$ cat config.mk
export PLATFORM = sky130hd
export DESIGN_NAME = fetch_unit
export DESIGN_NICKNAME = d
export VERILOG_FILES = /design/src/rtl/cpu_pkg.sv /design/src/rtl/fetch_fifo.sv /design/src/rtl/fetch_unit.sv
export SDC_FILE = /design/constraint.sdc
export NUM_CORES = 1
export LEC_CHECK = 0
export BUFFER_PORTS_ARGS = -buffer_cell sky130_fd_sc_hd__buf_2
export CORE_ASPECT_RATIO = 0.8
export CORE_MARGIN = 10
export CORE_UTILIZATION = 50
export CTS_CLUSTER_SIZE = 25
export DETAILED_ROUTE_END_ITERATION = 8
export GPL_ROUTABILITY_DRIVEN = 0
export PLACE_DENSITY = 0.71
export SYNTH_ARGS = -nofsm -noshare
export SYNTH_HDL_FRONTEND = slang
export SYNTH_HIERARCHICAL = 1
export SYNTH_SLANG_ARGS = --single-unit
$ cat constraint.sdc
create_clock -name clk -period 3 [get_ports clk]
set_clock_uncertainty 0.1 [all_clocks]
set_input_delay 0.6 -clock clk [delete_from_list [all_inputs] [get_ports clk]]
set_output_delay 0.6 -clock clk [all_outputs]
set_load 0.02 [all_outputs]
$ cat src/rtl/cpu_pkg.sv
// Shared core-wide constants and the fetch payload type.
package cpu_pkg;

  localparam int unsigned INSTR_W = 32;
  localparam int unsigned PC_INC  = 4;

  localparam logic [INSTR_W-1:0] RESET_PC = '0;

  // One fetched instruction as handed to decode.
  typedef struct packed {
    logic [INSTR_W-1:0] instr;
    logic [INSTR_W-1:0] pc;
    logic [INSTR_W-1:0] updated_pc;
  } fetch_entry_t;

endpackage

$ cat src/rtl/fetch_fifo.sv
// Synchronous FIFO with registered storage; flush wins over push and pop.
module fetch_fifo #(
  parameter int unsigned WIDTH = 96,
  parameter int unsigned DEPTH = 4
) (
  input  logic                     clk,
  input  logic                     arst_n,
  input  logic                     push,
  input  logic                     pop,
  input  logic                     flush,
  input  logic [WIDTH-1:0]         din,
  output logic [WIDTH-1:0]         dout,
  output logic [$clog2(DEPTH):0]   count,
  output logic                     empty,
  output logic                     full
);

  localparam int unsigned AW = $clog2(DEPTH);
  localparam int unsigned CW = AW + 1;

  logic [WIDTH-1:0] mem_q [DEPTH];
  logic [AW-1:0]    rd_ptr_q, rd_ptr_d;
  logic [AW-1:0]    wr_ptr_q, wr_ptr_d;
  logic [CW-1:0]    count_q, count_d;
  logic             do_push, do_pop;

  assign empty   = (count_q == '0);
  assign full    = (count_q == CW'(DEPTH));
  assign do_push = push && !full;
  assign do_pop  = pop && !empty;
  assign count   = count_q;
  assign dout    = mem_q[rd_ptr_q];

  // Pointer and occupancy update.
  always_comb begin
    rd_ptr_d = rd_ptr_q;
    wr_ptr_d = wr_ptr_q;
    count_d  = count_q;
    if (flush) begin
      rd_ptr_d = '0;
      wr_ptr_d = '0;
      count_d  = '0;
    end else begin
      if (do_push) wr_ptr_d = wr_ptr_q + AW'(1);
      if (do_pop)  rd_ptr_d = rd_ptr_q + AW'(1);
      if (do_push && !do_pop)      count_d = count_q + CW'(1);
      else if (!do_push && do_pop) count_d = count_q - CW'(1);
    end
  end

  // Pointer and occupancy registers.
  always_ff @(posedge clk or negedge arst_n) begin
    if (!arst_n) begin
      rd_ptr_q <= '0;
      wr_ptr_q <= '0;
      count_q  <= '0;
    end else begin
      rd_ptr_q <= rd_ptr_d;
      wr_ptr_q <= wr_ptr_d;
      count_q  <= count_d;
    end
  end

  // Entry storage; cleared on reset so the head reads zero.
  always_ff @(posedge clk or negedge arst_n) begin
    if (!arst_n) begin
      for (int i = 0; i < int'(DEPTH); i++) mem_q[i] <= '0;
    end else if (!flush && do_push) begin
      mem_q[wr_ptr_q] <= din;
    end
  end

endmodule

$ cat src/rtl/fetch_unit.sv
// Instruction fetch front end: sequential SRAM issue, response queue, redirect flush.
module fetch_unit #(
  parameter int unsigned       DATA_W   = cpu_pkg::INSTR_W,
  parameter int unsigned       DEPTH    = 4,
  parameter logic [DATA_W-1:0] RESET_PC = DATA_W'(cpu_pkg::RESET_PC),
  parameter int unsigned       PC_INC   = cpu_pkg::PC_INC
) (
  input  logic                   clk,
  input  logic                   arst_n,
  input  logic                   enable,
  output logic [DATA_W-1:0]      imem_addr,
  output logic                   imem_ren,
  input  logic [DATA_W-1:0]      imem_rdata,
  input  logic                   redirect_valid,
  input  logic [DATA_W-1:0]      redirect_pc,
  output logic                   out_valid,
  input  logic                   out_ready,
  output logic [DATA_W-1:0]      out_instr,
  output logic [DATA_W-1:0]      out_pc,
  output logic [DATA_W-1:0]      out_updated_pc,
  output logic [$clog2(DEPTH):0] count
);

  localparam int unsigned CNT_W   = $clog2(DEPTH) + 1;
  localparam int unsigned ENTRY_W = 3 * DATA_W;

  logic [DATA_W-1:0]  fetch_pc_q, fetch_pc_d;
  logic [DATA_W-1:0]  issued_pc_q, issued_pc_d;
  logic               inflight_q;
  logic               redirect_c, issue_c, push_c, pop_c;
  logic [CNT_W:0]     credit_c;
  logic [CNT_W-1:0]   fifo_count;
  logic               fifo_empty, fifo_full;
  logic [ENTRY_W-1:0] push_data, head_data;
  logic               unused_c;

  // Queue slots already taken plus the one response that may still be on its way.
  assign credit_c   = {1'b0, fifo_count} + (CNT_W+1)'(inflight_q);
  assign redirect_c = enable && redirect_valid;
  // No requests while reset is held; otherwise issue only when a slot is reserved.
  assign issue_c    = arst_n && enable && !redirect_valid &&
                      (credit_c < (CNT_W+1)'(DEPTH));
  // A response arriving in a redirect cycle belongs to the old stream and is killed.
  assign push_c     = inflight_q && !redirect_c;
  assign pop_c      = enable && !fifo_empty && out_ready;

  assign imem_addr  = fetch_pc_q;
  assign imem_ren   = issue_c;
  assign push_data  = {imem_rdata, issued_pc_q, issued_pc_q + DATA_W'(PC_INC)};

  assign out_valid      = !fifo_empty;
  assign out_instr      = head_data[3*DATA_W-1:2*DATA_W];
  assign out_pc         = head_data[2*DATA_W-1:DATA_W];
  assign out_updated_pc = head_data[DATA_W-1:0];
  assign count          = fifo_count;

  assign unused_c = ^{redirect_pc[1:0], fifo_full};

  // Next fetch PC: redirect target, else advance on issue.
  always_comb begin
    fetch_pc_d  = fetch_pc_q;
    issued_pc_d = issued_pc_q;
    if (redirect_c) begin
      fetch_pc_d = {redirect_pc[DATA_W-1:2], 2'b00};
    end else if (issue_c) begin
      fetch_pc_d  = fetch_pc_q + DATA_W'(PC_INC);
      issued_pc_d = fetch_pc_q;
    end
  end

  // Fetch PC, PC of the outstanding request, and outstanding flag.
  always_ff @(posedge clk or negedge arst_n) begin
    if (!arst_n) begin
      fetch_pc_q  <= RESET_PC;
      issued_pc_q <= '0;
      inflight_q  <= 1'b0;
    end else begin
      fetch_pc_q  <= fetch_pc_d;
      issued_pc_q <= issued_pc_d;
      inflight_q  <= issue_c;
    end
  end

  fetch_fifo #(
    .WIDTH (ENTRY_W),
    .DEPTH (DEPTH)
  ) u_fifo (
    .clk    (clk),
    .arst_n (arst_n),
    .push   (push_c),
    .pop    (pop_c),
    .flush  (redirect_c),
    .din    (push_data),
    .dout   (head_data),
    .count  (fifo_count),
    .empty  (fifo_empty),
    .full   (fifo_full)
  );

endmodule

==> impl_results.rst <==
.. list-table::
   :header-rows: 1

   * - Metric
     - Value
   * - Result of the run
     - finished with violations
   * - Failing checks
     - hold timing
   * - Fill count
     - 3260
   * - Nets@finish
     - 1700
   * - Max rail drop VDD
     - 0.604 mV
   * - Total DRC errors in the routed layout
     - 0
   * - Number of routed nets with antenna violations
     - 0
   * - Global-route wire length before repair
     - 78900 um
   * - Total negative setup slack
     - 0 ns
   * - Headroom to the max-slew limit
     - 0.392
   * - Number of library cell types mapped by synthesis
     - 62
   * - Final-report max-slew violation count
     - 0
   * - Slew at the pin closest to its max-slew limit
     - 0.912 ns
   * - Number of top-level pins
     - 202
   * - Number of buffers inserted by port buffering
     - 197
   * - Num CTS Buffers
     - 46
   * - Row Count
     - 66
   * - Leading cell type in the layout, fill and taps excluded
     - sky130_fd_sc_hd__dfrtp_1
   * - MaxCap Viol Count
     - 0
   * - Time the worst path needs with I/O delays and setup
     - 2.91 ns
   * - Clock tree from TritonCTS
     - built
   * - Startpoint Class
     - flop
   * - Total half-perimeter wirelength after legalization and detailed placement
     - 31900 um
   * - HP Class
     - input pin to async pin
   * - Count of warnings emitted by yosys
     - 6
   * - Fmax
     - 344 MHz
   * - Area added between synthesis and finish
     - 14.6%
   * - Post-synthesis instance total
     - 1403
   * - Die boundary height
     - 203 um
   * - Power Density
     - 882 nW/um^2
   * - Buffers inserted during post-CTS setup optimization
     - 0
   * - Aggregate global-route resource usage
     - 0.193
   * - Overall die area
     - 50400 um^2
   * - Met2 capacity usage during global routing
     - 0.306
   * - CTS sink cnt
     - 452
   * - Netlist area before placement
     - 20900 um^2
   * - Total of hold buffers inserted after clock tree synthesis
     - 0
   * - Average detailed-routed wire length per instance
     - 22.0 um
   * - Depth of the most critical reg-to-reg path
     - 6
   * - Initial core utilization
     - 0.510
   * - Number of standard cells in the layout, taps in and fillers out
     - 2205
   * - Worst Setup Path Type
     - flop to primary output
   * - Vias in the first global route
     - 13900
   * - Initial antenna violation count
     - 0
   * - Avg Inst Size Synth
     - 14.9 um^2
   * - Final count of negative-setup-slack endpoints
     - 0
   * - Routing usage on met3
     - 0.0457
   * - Top FF cell, synth
     - sky130_fd_sc_hd__dfrtp_1
   * - Register clock-pin slew on the reported worst setup and hold paths
     - 0.06 ns
   * - Worst flop-to-flop path endpoint
     - u_fifo/mem_q[31]
   * - Synthesized flop and latch total
     - 452
   * - Count of vias placed by the detailed router
     - 12500
   * - CTS max path bufs
     - 3
   * - Hold slack
     - -0.0113 ns
   * - Routing layer with the top usage in global route
     - met2
   * - Worst-path maximum fanout
     - 28
   * - Worst endpoint data arrival time
     - 2.21 ns
   * - Number of antenna diodes
     - 0
   * - Horizontal extent of the die
     - 248 um
   * - Total number of H-tree levels
     - 2
   * - Cts repair resizes
     - 0
   * - Critical Path End Type
     - primary output
   * - Cells along the critical path
     - buf_12 -> mux4_2 -> buf_2
   * - Maximum single-stage delay on the critical path
     - 0.62 ns
   * - Final cycle utilization of the critical path
     - 0.970
   * - Grt total ovfl
     - 0
   * - Slowest-stage cell, CP
     - sky130_fd_sc_hd__mux4_2
   * - Detailed-route wire length
     - 48500 um
   * - Unrepaired setup endpoints after global routing
     - yes
   * - Final hold violation count
     - 4
   * - Ys async rst share
     - 1.00
   * - Met1 track demand over resource in global routing
     - 0.264
   * - Worst EP required
     - 2.30 ns
   * - Number of placed instances with taps included
     - 2120
   * - Maximum number of pins on one net before global-route repair
     - 140
   * - Leading cell types in the layout, fill and taps excluded
     - 450 x sky130_fd_sc_hd__dfrtp_1, 225 x sky130_fd_sc_hd__mux2_2, 195 x sky130_fd_sc_hd__buf_2, 160 x sky130_fd_sc_hd__mux2_1, 120 x sky130_fd_sc_hd__nand2_1
   * - DRT Pass-1 Iters
     - 5
   * - Clock network latency to the later pin of the worst-skew pair
     - 0.58 ns
   * - Share of layout cells above drive strength 1
     - 0.397
   * - Ratio of routed vias to standard cells
     - 5.68
   * - Leakage power of the design
     - 11.8 nW
   * - Worst reg2reg path startpoint
     - issued_pc_q[10]
   * - Number of enable flip-flop cells after synthesis
     - 0
   * - Sequential-to-total area share from yosys stat
     - 0.542
   * - Buffer type at the clock tree root
     - sky130_fd_sc_hd__clkbuf_16
   * - Slack of the worst reg-to-reg path
     - 0.35 ns
   * - Violation count after the first detailed-routing iteration
     - 788
   * - Std-Cell Core Area
     - 41000 um^2
==> kinds of logic after synthesis <==
group	Yosys count	share of synthesized area
buffers and inverters	104	0.0397
muxes	485	0.313
other	1	0.000180
adders and majority gates	7	0.00456
AOI/OAI and AO/OA	63	0.0198
and+or+nand+nor	248	0.0625
DFF	452	0.542
xor gates and xnor gates	43	0.0180
==> flip-flops by register name (all words and copies together) (netlist names) <==
signal and cells:
imem_addr 30, inflight_q 1, issued_pc_q 30, u_fifo/count 3, u_fifo/mem_q 384, u_fifo/rd_ptr_q 2
u_fifo/wr_ptr_q 2
==> area by class of cell <==
type                       instances  area (um^2)  share of cell area
clock buffer                      60         1280              0.0537
clock inverter                    25          258              0.0108
inverter                          16         60.1             0.00251
multi-input combinational        864         8790               0.368
sequential                       452        11300               0.473
tap                              544          681              0.0285
timing repair buffer             244         1530              0.0638
==> stage by stage <==
| step | total power, W | worst slack [ns] | util | hold slack (ns) | area (um^2) |
|---|---|---|---|---|---|
| 2_1_floorplan | 0.0129 | 0.125 | - | 0.204 | 20900 |
| 3_3_place_gp | 0.0152 | 0.311 | 0.546 | 0.368 | 22400 |
| 3_5_place_dp | 0.0155 | 0.219 | 0.546 | 0.375 | 22400 |
| 4_1_cts | 0.0213 | 0.0301 | 0.584 | 0.0628 | 23900 |
| 5_1_grt | 0.0222 | -0.00242 | 0.584 | 0.0427 | 23900 |
| 6_report | 0.0211 | 0.0894 | 0.584 | -0.0113 | 23900 |
==> report_power, final <==
part	internal (W)	switching [W]	total [W]
clock	0.00338	0.00244	0.00582
combinational	0.00310	0.00365	0.00675
sequential	0.00750	0.00103	0.00853
==> metal layers <==
metal  part of all wire  vias to the layer above  wire length [um]
met5                  0                        -                 0
met4              0.019                        0               917
met3              0.061                       66              2950
met2               0.47                      284             22800
met1               0.45                     6618             21800
li1                   -                     5563                 -
==> synth_stat cells, types with 2 or more instances <==
cell                       count  share of area
sky130_fd_sc_hd__a21oi_1       9         0.0022
sky130_fd_sc_hd__buf_4        27         0.0097
sky130_fd_sc_hd__buf_12       16          0.015
sky130_fd_sc_hd__inv_1        16         0.0029
sky130_fd_sc_hd__or2_1         2        0.00060
sky130_fd_sc_hd__ha_1          6         0.0036
sky130_fd_sc_hd__o311ai_1      5         0.0021
sky130_fd_sc_hd__nor2_1       20         0.0036
sky130_fd_sc_hd__xnor2_1      24          0.010
sky130_fd_sc_hd__or3_1         2        0.00060
sky130_fd_sc_hd__and2_1        6         0.0018
sky130_fd_sc_hd__mux2_1      160          0.086
sky130_fd_sc_hd__o21ai_1       4        0.00096
sky130_fd_sc_hd__nand3_1      35         0.0084
sky130_fd_sc_hd__o21ai_0      20         0.0048
sky130_fd_sc_hd__mux2_2      225           0.12
sky130_fd_sc_hd__buf_2        19         0.0046
sky130_fd_sc_hd__o211ai_1     11         0.0040
sky130_fd_sc_hd__nor3_1        3        0.00072
sky130_fd_sc_hd__dfrtp_1     452           0.54
sky130_fd_sc_hd__xor2_1       19         0.0080
sky130_fd_sc_hd__and4_1        7         0.0029
sky130_fd_sc_hd__clkbuf_1     17         0.0031
sky130_fd_sc_hd__nand4_1      10         0.0030
sky130_fd_sc_hd__buf_1         4        0.00072
sky130_fd_sc_hd__o311ai_0      2        0.00084
sky130_fd_sc_hd__nand2_1     120          0.022
sky130_fd_sc_hd__nor4_1        2        0.00060
sky130_fd_sc_hd__mux2i_1       4         0.0019
sky130_fd_sc_hd__nand3_4       4         0.0034
sky130_fd_sc_hd__mux4_2       96           0.10
sky130_fd_sc_hd__nor4_2        2         0.0012
sky130_fd_sc_hd__o31ai_1       2        0.00072
sky130_fd_sc_hd__nand3b_1      2        0.00072
sky130_fd_sc_hd__and3_1       20         0.0060
sky130_fd_sc_hd__buf_8         4         0.0029
==> worst max-delay path by stage <==
stage	slack [ns]	to	depth (start not counted)	start
4_1_cts	0.03	out_updated_pc[26]	3	u_fifo/rd_ptr_q[0]
2_1_floorplan	0.12	u_fifo/mem_q[151]	11	enable
5_1_grt	-0.002	out_updated_pc[24]	3	u_fifo/rd_ptr_q[0]
6_report	0.09	out_updated_pc[7]	3	u_fifo/rd_ptr_q[0]
3_3_place_gp	0.31	u_fifo/mem_q[112]	7	enable
3_5_place_dp	0.22	u_fifo/mem_q[111]	7	enable
==> worst max-delay path, delay by kind of cell (launching register included) <==
kind,cells,cell delay (ns)
buffers and inverters,2,0.48
flip-flops,1,0.53
multiplexers,1,0.62
Power figures use the tool's default switching activity.
